**config.mk**
```make
export PLATFORM = sky130hd
export DESIGN_NAME = uart_tx_fifo
export DESIGN_NICKNAME = d
export VERILOG_FILES = /design/src/rtl/uart_tx_fifo.sv
export SDC_FILE = /design/constraint.sdc
export NUM_CORES = 1
export LEC_CHECK = 0
export CORE_ASPECT_RATIO = 1.2
export CORE_UTILIZATION = 45
export CTS_CLUSTER_DIAMETER = 50
export DETAILED_ROUTE_END_ITERATION = 6
export PLACE_DENSITY = 0.64
export REMOVE_ABC_BUFFERS = 1
export SETUP_SLACK_MARGIN = 0.02
export SYNTH_ARGS = -nofsm -noshare
export SYNTH_HDL_FRONTEND = slang
export SYNTH_SLANG_ARGS = --single-unit
```
**constraint.sdc**
```tcl
create_clock -name clk -period 2.6 [get_ports clk]
set_clock_uncertainty 0.2 [all_clocks]
set_input_delay 0.65 -clock clk [delete_from_list [all_inputs] [get_ports clk]]
set_output_delay 0.65 -clock clk [all_outputs]
set_load 0.02 [all_outputs]
```
**src/rtl/uart_tx_fifo.sv**
```systemverilog
// Byte FIFO feeding a UART transmitter through an IDLE/LAUNCH/WAIT handshake.
// Optional sticky overflow flag with ovf/ovf_clr ports when UART_TX_FIFO_OVF_EN is defined.
module uart_tx_fifo #(
  parameter int unsigned DEPTH = 16
) (
  input  logic                     clk,
  input  logic                     rst,
  input  logic                     wr_en,
  input  logic [7:0]               wr_data,
  output logic                     full,
  output logic                     empty,
  output logic [$clog2(DEPTH):0]   level,
  output logic                     tx_start,
  output logic [7:0]               tx_data,
  input  logic                     tx_done,
`ifdef UART_TX_FIFO_OVF_EN
  output logic                     ovf,
  input  logic                     ovf_clr,
`endif
  output logic                     busy
);

  localparam int unsigned AW = $clog2(DEPTH);
  localparam int unsigned LW = AW + 1;

  typedef enum logic [1:0] {StIdle, StLaunch, StWait} state_e;

  state_e          state_q;
  logic [7:0]      mem_q [DEPTH];
  logic [AW-1:0]   wr_ptr_q, rd_ptr_q;
  logic [LW-1:0]   level_q, level_d;
  logic            full_q, empty_q;
  logic            tx_start_q, busy_q;
  logic [7:0]      tx_data_q;
  logic            push, pop;

  // Writes are judged against the registered full flag, so a same-cycle pop cannot rescue them.
  assign push = wr_en && !full_q;
  assign pop  = (state_q == StIdle) && !empty_q;

  always_comb begin
    level_d = level_q;
    unique case ({push, pop})
      2'b10:   level_d = level_q + LW'(1);
      2'b01:   level_d = level_q - LW'(1);
      default: level_d = level_q;
    endcase
  end

  // Storage is deliberately left out of reset.
  always_ff @(posedge clk) begin
    if (push) begin
      mem_q[wr_ptr_q] <= wr_data;
    end
  end

  always_ff @(posedge clk or posedge rst) begin
    if (rst) begin
      wr_ptr_q <= '0;
      rd_ptr_q <= '0;
      level_q  <= '0;
      full_q   <= 1'b0;
      empty_q  <= 1'b1;
    end else begin
      if (push) wr_ptr_q <= wr_ptr_q + AW'(1);
      if (pop)  rd_ptr_q <= rd_ptr_q + AW'(1);
      level_q <= level_d;
      full_q  <= (level_d == LW'(DEPTH));
      empty_q <= (level_d == '0);
    end
  end

  always_ff @(posedge clk or posedge rst) begin
    if (rst) begin
      state_q    <= StIdle;
      tx_start_q <= 1'b0;
      tx_data_q  <= 8'h00;
      busy_q     <= 1'b0;
    end else begin
      unique case (state_q)
        StIdle: begin
          if (pop) begin
            tx_data_q  <= mem_q[rd_ptr_q];
            tx_start_q <= 1'b1;
            busy_q     <= 1'b1;
            state_q    <= StLaunch;
          end
        end
        StLaunch: begin
          tx_start_q <= 1'b0;
          state_q    <= StWait;
        end
        StWait: begin
          if (tx_done) begin
            busy_q  <= 1'b0;
            state_q <= StIdle;
          end
        end
        default: begin
          tx_start_q <= 1'b0;
          busy_q     <= 1'b0;
          state_q    <= StIdle;
        end
      endcase
    end
  end

`ifdef UART_TX_FIFO_OVF_EN
  logic ovf_q;

  // A dropped write in the same cycle as ovf_clr keeps the flag set.
  always_ff @(posedge clk or posedge rst) begin
    if (rst) begin
      ovf_q <= 1'b0;
    end else if (wr_en && full_q) begin
      ovf_q <= 1'b1;
    end else if (ovf_clr) begin
      ovf_q <= 1'b0;
    end
  end

  assign ovf = ovf_q;
`endif

  assign full     = full_q;
  assign empty    = empty_q;
  assign level    = level_q;
  assign tx_start = tx_start_q;
  assign tx_data  = tx_data_q;
  assign busy     = busy_q;

endmodule

```
[Word level (Yosys, flattened, before mapping)]
Memories as Yosys holds them, arrays and structs flattened. A register that Yosys moved wholly into a read port is not among the register bits.
Index checks and enable logic that the tools add are counted.
Word-level totals
  output and inout bits: 17
  memory bits (writable): 128
  memories kept: 1
  register bits after elaboration: 19
Operators by class
  add/sub/neg operators: 4
  bitwise gates (word level): 2
  reductions and logical operators: 10
  muxes and demuxes: 10
  eq/ne operators: 7
Memories
  mem_q: depth 16, width 8, read ports 1, clocked after Yosys merged registers in 1, write ports 1, line 29  | logic [7:0] mem_q [DEPTH];
Operators by type and width (number)
  $pmux 5 s2: 1
  $add 4x1->4 const B: 2
  $pmux 2 s3: 1
  $reduce_and 2->1: 3
  $add 5x1->5 const B: 1
  $eq 5x5->1 const B: 1
  $logic_not 5->1: 1
  $sub 5x1->5 const B: 1
  $eq 2x1->1 const B: 2
  $eq 2x2->1 const B: 2
  $mux 1: 4
  $mux 2: 2
  $ne 2x2->1 const B: 2
  $pmux 1 s3: 1
  $reduce_and 3->1: 1
  $logic_and 1x1->1: 2
  $logic_not 1->1: 2
  $logic_not 2->1: 1
  $not 1->1: 2
  $pmux 1 s2: 1

[Logic depth before layout (Yosys ltp)]
  depth after elaboration: 5
  depth in mapped cells: 12
  gate-level depth less buffers: 10

[Worst setup path after synthesis]
Ideal clock, no wire load.
  path kind: input-to-reg
  from: in wr_en
  to: reg full_q, in the netlist full
  path buffers: 2
  setup slack: -299 ps
  stages: 12
  data arrival time: 2619 ps
  cell sequence: nor2b_1 -> clkbuf_1 -> inv_1 -> ha_1 -> buf_2 -> xor2_1 -> ha_1 -> a21oi_1 -> xnor2_1 -> nor4bb_1 -> a21oi_1 -> nor3b_2
On the way
  cells in the longest elaborated chain, start to end: 4
RTL lines
  from (decl): line 8  | input logic wr_en,
  $logic_and 1x1->1 (*): line 38  | assign push = wr_en && !full_q;
  $eq 2x1->1 / $eq 2x2->1 (equally long branches): line 43  | unique case ({push, pop})
  $pmux 5 s2 (*): line 43
  $eq 5x5->1 (*): line 68  | full_q <= (level_d == LW'(DEPTH));
  to (signal assigned): line 68
  to (decl): line 32  | logic full_q, empty_q;
Mark *: on every way between the ends. The rest lies on a longest branch, timed or not.
A chain may end at the register's enable or synchronous reset.

[Worst setup path after layout]
  from: reg empty_q, in the netlist empty
  to: reg full_q, in the netlist full
On the way
  cells in the longest elaborated chain, start to end: 5
RTL lines
  from (decl): line 32
  from (signal assigned): line 69  | empty_q <= (level_d == '0);
  $logic_not 1->1 (*): line 39  | assign pop = (state_q == StIdle) && !empty_q;
  $logic_and 1x1->1 (*): line 39
  $eq 2x1->1 / $eq 2x2->1 (equally long branches): line 43
  $pmux 5 s2 (*): line 43
  $eq 5x5->1 (*): line 68
Marked as above.

==> reports/results.txt <==
Status - finished, final reports clean
Signal arrival time at the worst endpoint - 2630 ps
CTS root buf - clkbuf_16
Power Density - 1211 nW/um^2
IO Pins - 29
Clock sinks - 155
Worst ir drop on vdd - 0.9567 mV
H-tree levels - 4
Dpl ws - -651.6 ps
WL final - 12040 um
CTS tree - built
PortBufs - 28
Share of flip-flops with an asynchronous set or reset - 17.42%
Mapped Avg Cell Area - 18.24 sq um
Flop and latch count out of synthesis - 155
Cell count after synthesis - 343
Nets - 430
Synth unique cells - 42
Min cycle time layout - 2536 ps
Slew @ Worst Pin - 586.0 ps
TritonCTS buffer count - 17
Sequential share of the synthesized area - 72.27%
Diode count - 0
Ys flop type - edfxtp_1
Synth top area cells - edfxtp_1 (61%), mux4_2 (10%), dfrtp_1 (10%)
Worst R2R Start - empty
Fin Hold WS - 304.4 ps
Pre-Repair DR Iteration Count - 6
Worst Hold Depth - 1
Placed cell area - 6882 sq um
Gr ovfl total - 0
Flop-to-flop setup slack - 60 ps
GRT Overall Usage - 18.34%
Most frequent cell after synthesis - edfxtp_1
Max-cap violations - 0
Layout area overhead - 21.58%
Die height - 131.2 um
Relative slew margins - 60.81%
Initial drt markers - 226
First-pass GRT wire length - 18490 um
Placer Congestion - 0.7795
Routed Antenna Nets - 0
Initial Util - 46.64%
Worst Hold Launch - rd_ptr_q[3]
Clk slew on worst S/H paths - 60 ps
Worst Hold Class - reg2reg
Final Max Slew Viols - 0
Ratio of cells with drive above 1 in the final layout - 26.71%
Vias in the first global route - 3223
Detailed Place HPWL - 7676 um
Bufs on Longest Clock Path - 2
Top cell type's share of synthesized area - 61.45%
Nature of the critical path endpoint - flop
DR WL/cell - 20.38 um
Post-synth EDFFs - 128
Rows - 46
DRC - 0
Ys Warns - 0
Crit share post-route - 97.52%
Core footprint - 13410 sq um
Worst skew pair latency - 420 ps
Pin count of the biggest net entering global routing - 36
Required time of the critical path - 2690 ps
Setup ws final - 64.48 ps
Leak - 2.673 nW
Final Core Density - 56.71%
Critical path class - reg2reg
Worst r2r path cells - 11
Final setup viols - 0
Vias - 3197
CP Max Fanout - 3
CP startpoint kind - flop
Die Wd - 109.6 um
Vias/cell - 5.409
Largest area contributor in the netlist - edfxtp_1
Initial antenna violation count - 0
Fillers - 1030
Post-route cell area - 7605 sq um
Die area - 14380 sq um
F_max - 394.4 MHz
Final hold violations - 0
Worst reg2reg endpoint - full
Commonest cells post-synth - edfxtp_1 (128), mux4_2 (29), dfrtp_1 (26), nor2_1 (26), mux2i_1 (16)
Post-Syn Area - 6255 sq um
Hold Path End - rd_ptr_q[3]
Unrepaired setup endpoints after global routing - yes
-- cells in the final DEF (no fill, tap or decap), types with 5 or more instances in the layout --
| cell | instances |
|---|---|
| a21oi_1 | 9 |
| xnor2_1 | 9 |
| clkbuf_16 | 17 |
| ha_1 | 5 |
| clkdlybuf4s50_1 | 27 |
| mux2i_1 | 16 |
| dfrtp_1 | 25 |
| nor3_1 | 6 |
| o21ai_0 | 5 |
| inv_1 | 5 |
| nand2_1 | 14 |
| edfxtp_1 | 128 |
| nor2_1 | 26 |
| buf_4 | 37 |
| mux4_2 | 29 |
| o21ai_1 | 7 |
-- layout make-up --
class | instances | area, sq um | area share, %
timing repair buffer | 67 | 596.8 | 7.848
tap | 168 | 210.2 | 2.764
clock inverter | 12 | 145.1 | 1.909
clock buffer | 20 | 446.7 | 5.874
sequential | 155 | 4522 | 59.46
multi-input combinational | 162 | 1655 | 21.77
inverter | 7 | 28.78 | 0.3784
-- sequential cells by signal, indices dropped and copies added, names as in the netlist --
register / count
wr_ptr_q: 4
tx_start: 1
empty: 1
level: 5
mem_q: 128
state_q: 2
rd_ptr_q: 4
tx_data: 8
full: 1
busy: 1
-- where the power goes --
group	internal (mW)	switching (mW)	leakage, nW	total, mW
logic	1.68	1.65	0.919	3.32
registers	3.14	0.289	1.48	3.42
clock network	1.53	0.937	0.275	2.46
total	6.34	2.87	2.67	9.21
-- how the worst max path moves through the flow --
stage | from | slack [ps] | to
2_1_floorplan | wr_en | -340 | full
3_3_place_gp | wr_en | -500 | full
3_5_place_dp | wr_en | -650 | full
4_1_cts | state_q[0] | 8 | full
5_1_grt | empty | -60 | full
6_report | empty | 60 | full
-- what timing repair did --
action / CTS / global route
resized for setup: 11 / 6
endpoints found under the setup margin: 4 / 3
pin swaps: 6 / 7
buffers inserted: 5 / 3
hold buffers: 0 / 0
-- cell families after synthesis --
logic type	share of synthesized area (%)
muxes	14.62
DFF	72.27
xor gates and xnor gates	1.540
buffers and inverters	2.380
AOI/OAI and AO/OA	2.801
and+or+nand+nor	4.781
adders and majority gates	1.600
-- worst max-delay path: stages (launching register included) --
cell and delay, ps:
dfstp_2 380, or3_4 400, inv_4 70, ha_4 140
xor2_2 140, ha_2 220, a21oi_1 60, xnor2_1 260
buf_4 160, nand2b_1 70, a21oi_1 230, nor3b_2 80
-- through the flow --
stage | instances | setup TNS [ps] | power, mW
3_3_place_gp | 551 | -1844 | 6.498
5_1_grt | 591 | -94.78 | 9.698
2_1_floorplan | 324 | -1998 | 5.405
4_1_cts | 588 | 0 | 9.147
6_report | 591 | 0 | 9.208
3_5_place_dp | 551 | -2486 | 6.589
-- routing by layer --
layer  global-route usage (%)  wire (um)  up-vias
met5                        0          0        -
met4                    6.815        208        0
met3                    4.018        418       14
met2                    29.52       6144       76
met1                    24.30       5273     1637
li1                         -          -     1470
No activity file was read; power rests on OpenSTA's default activity.
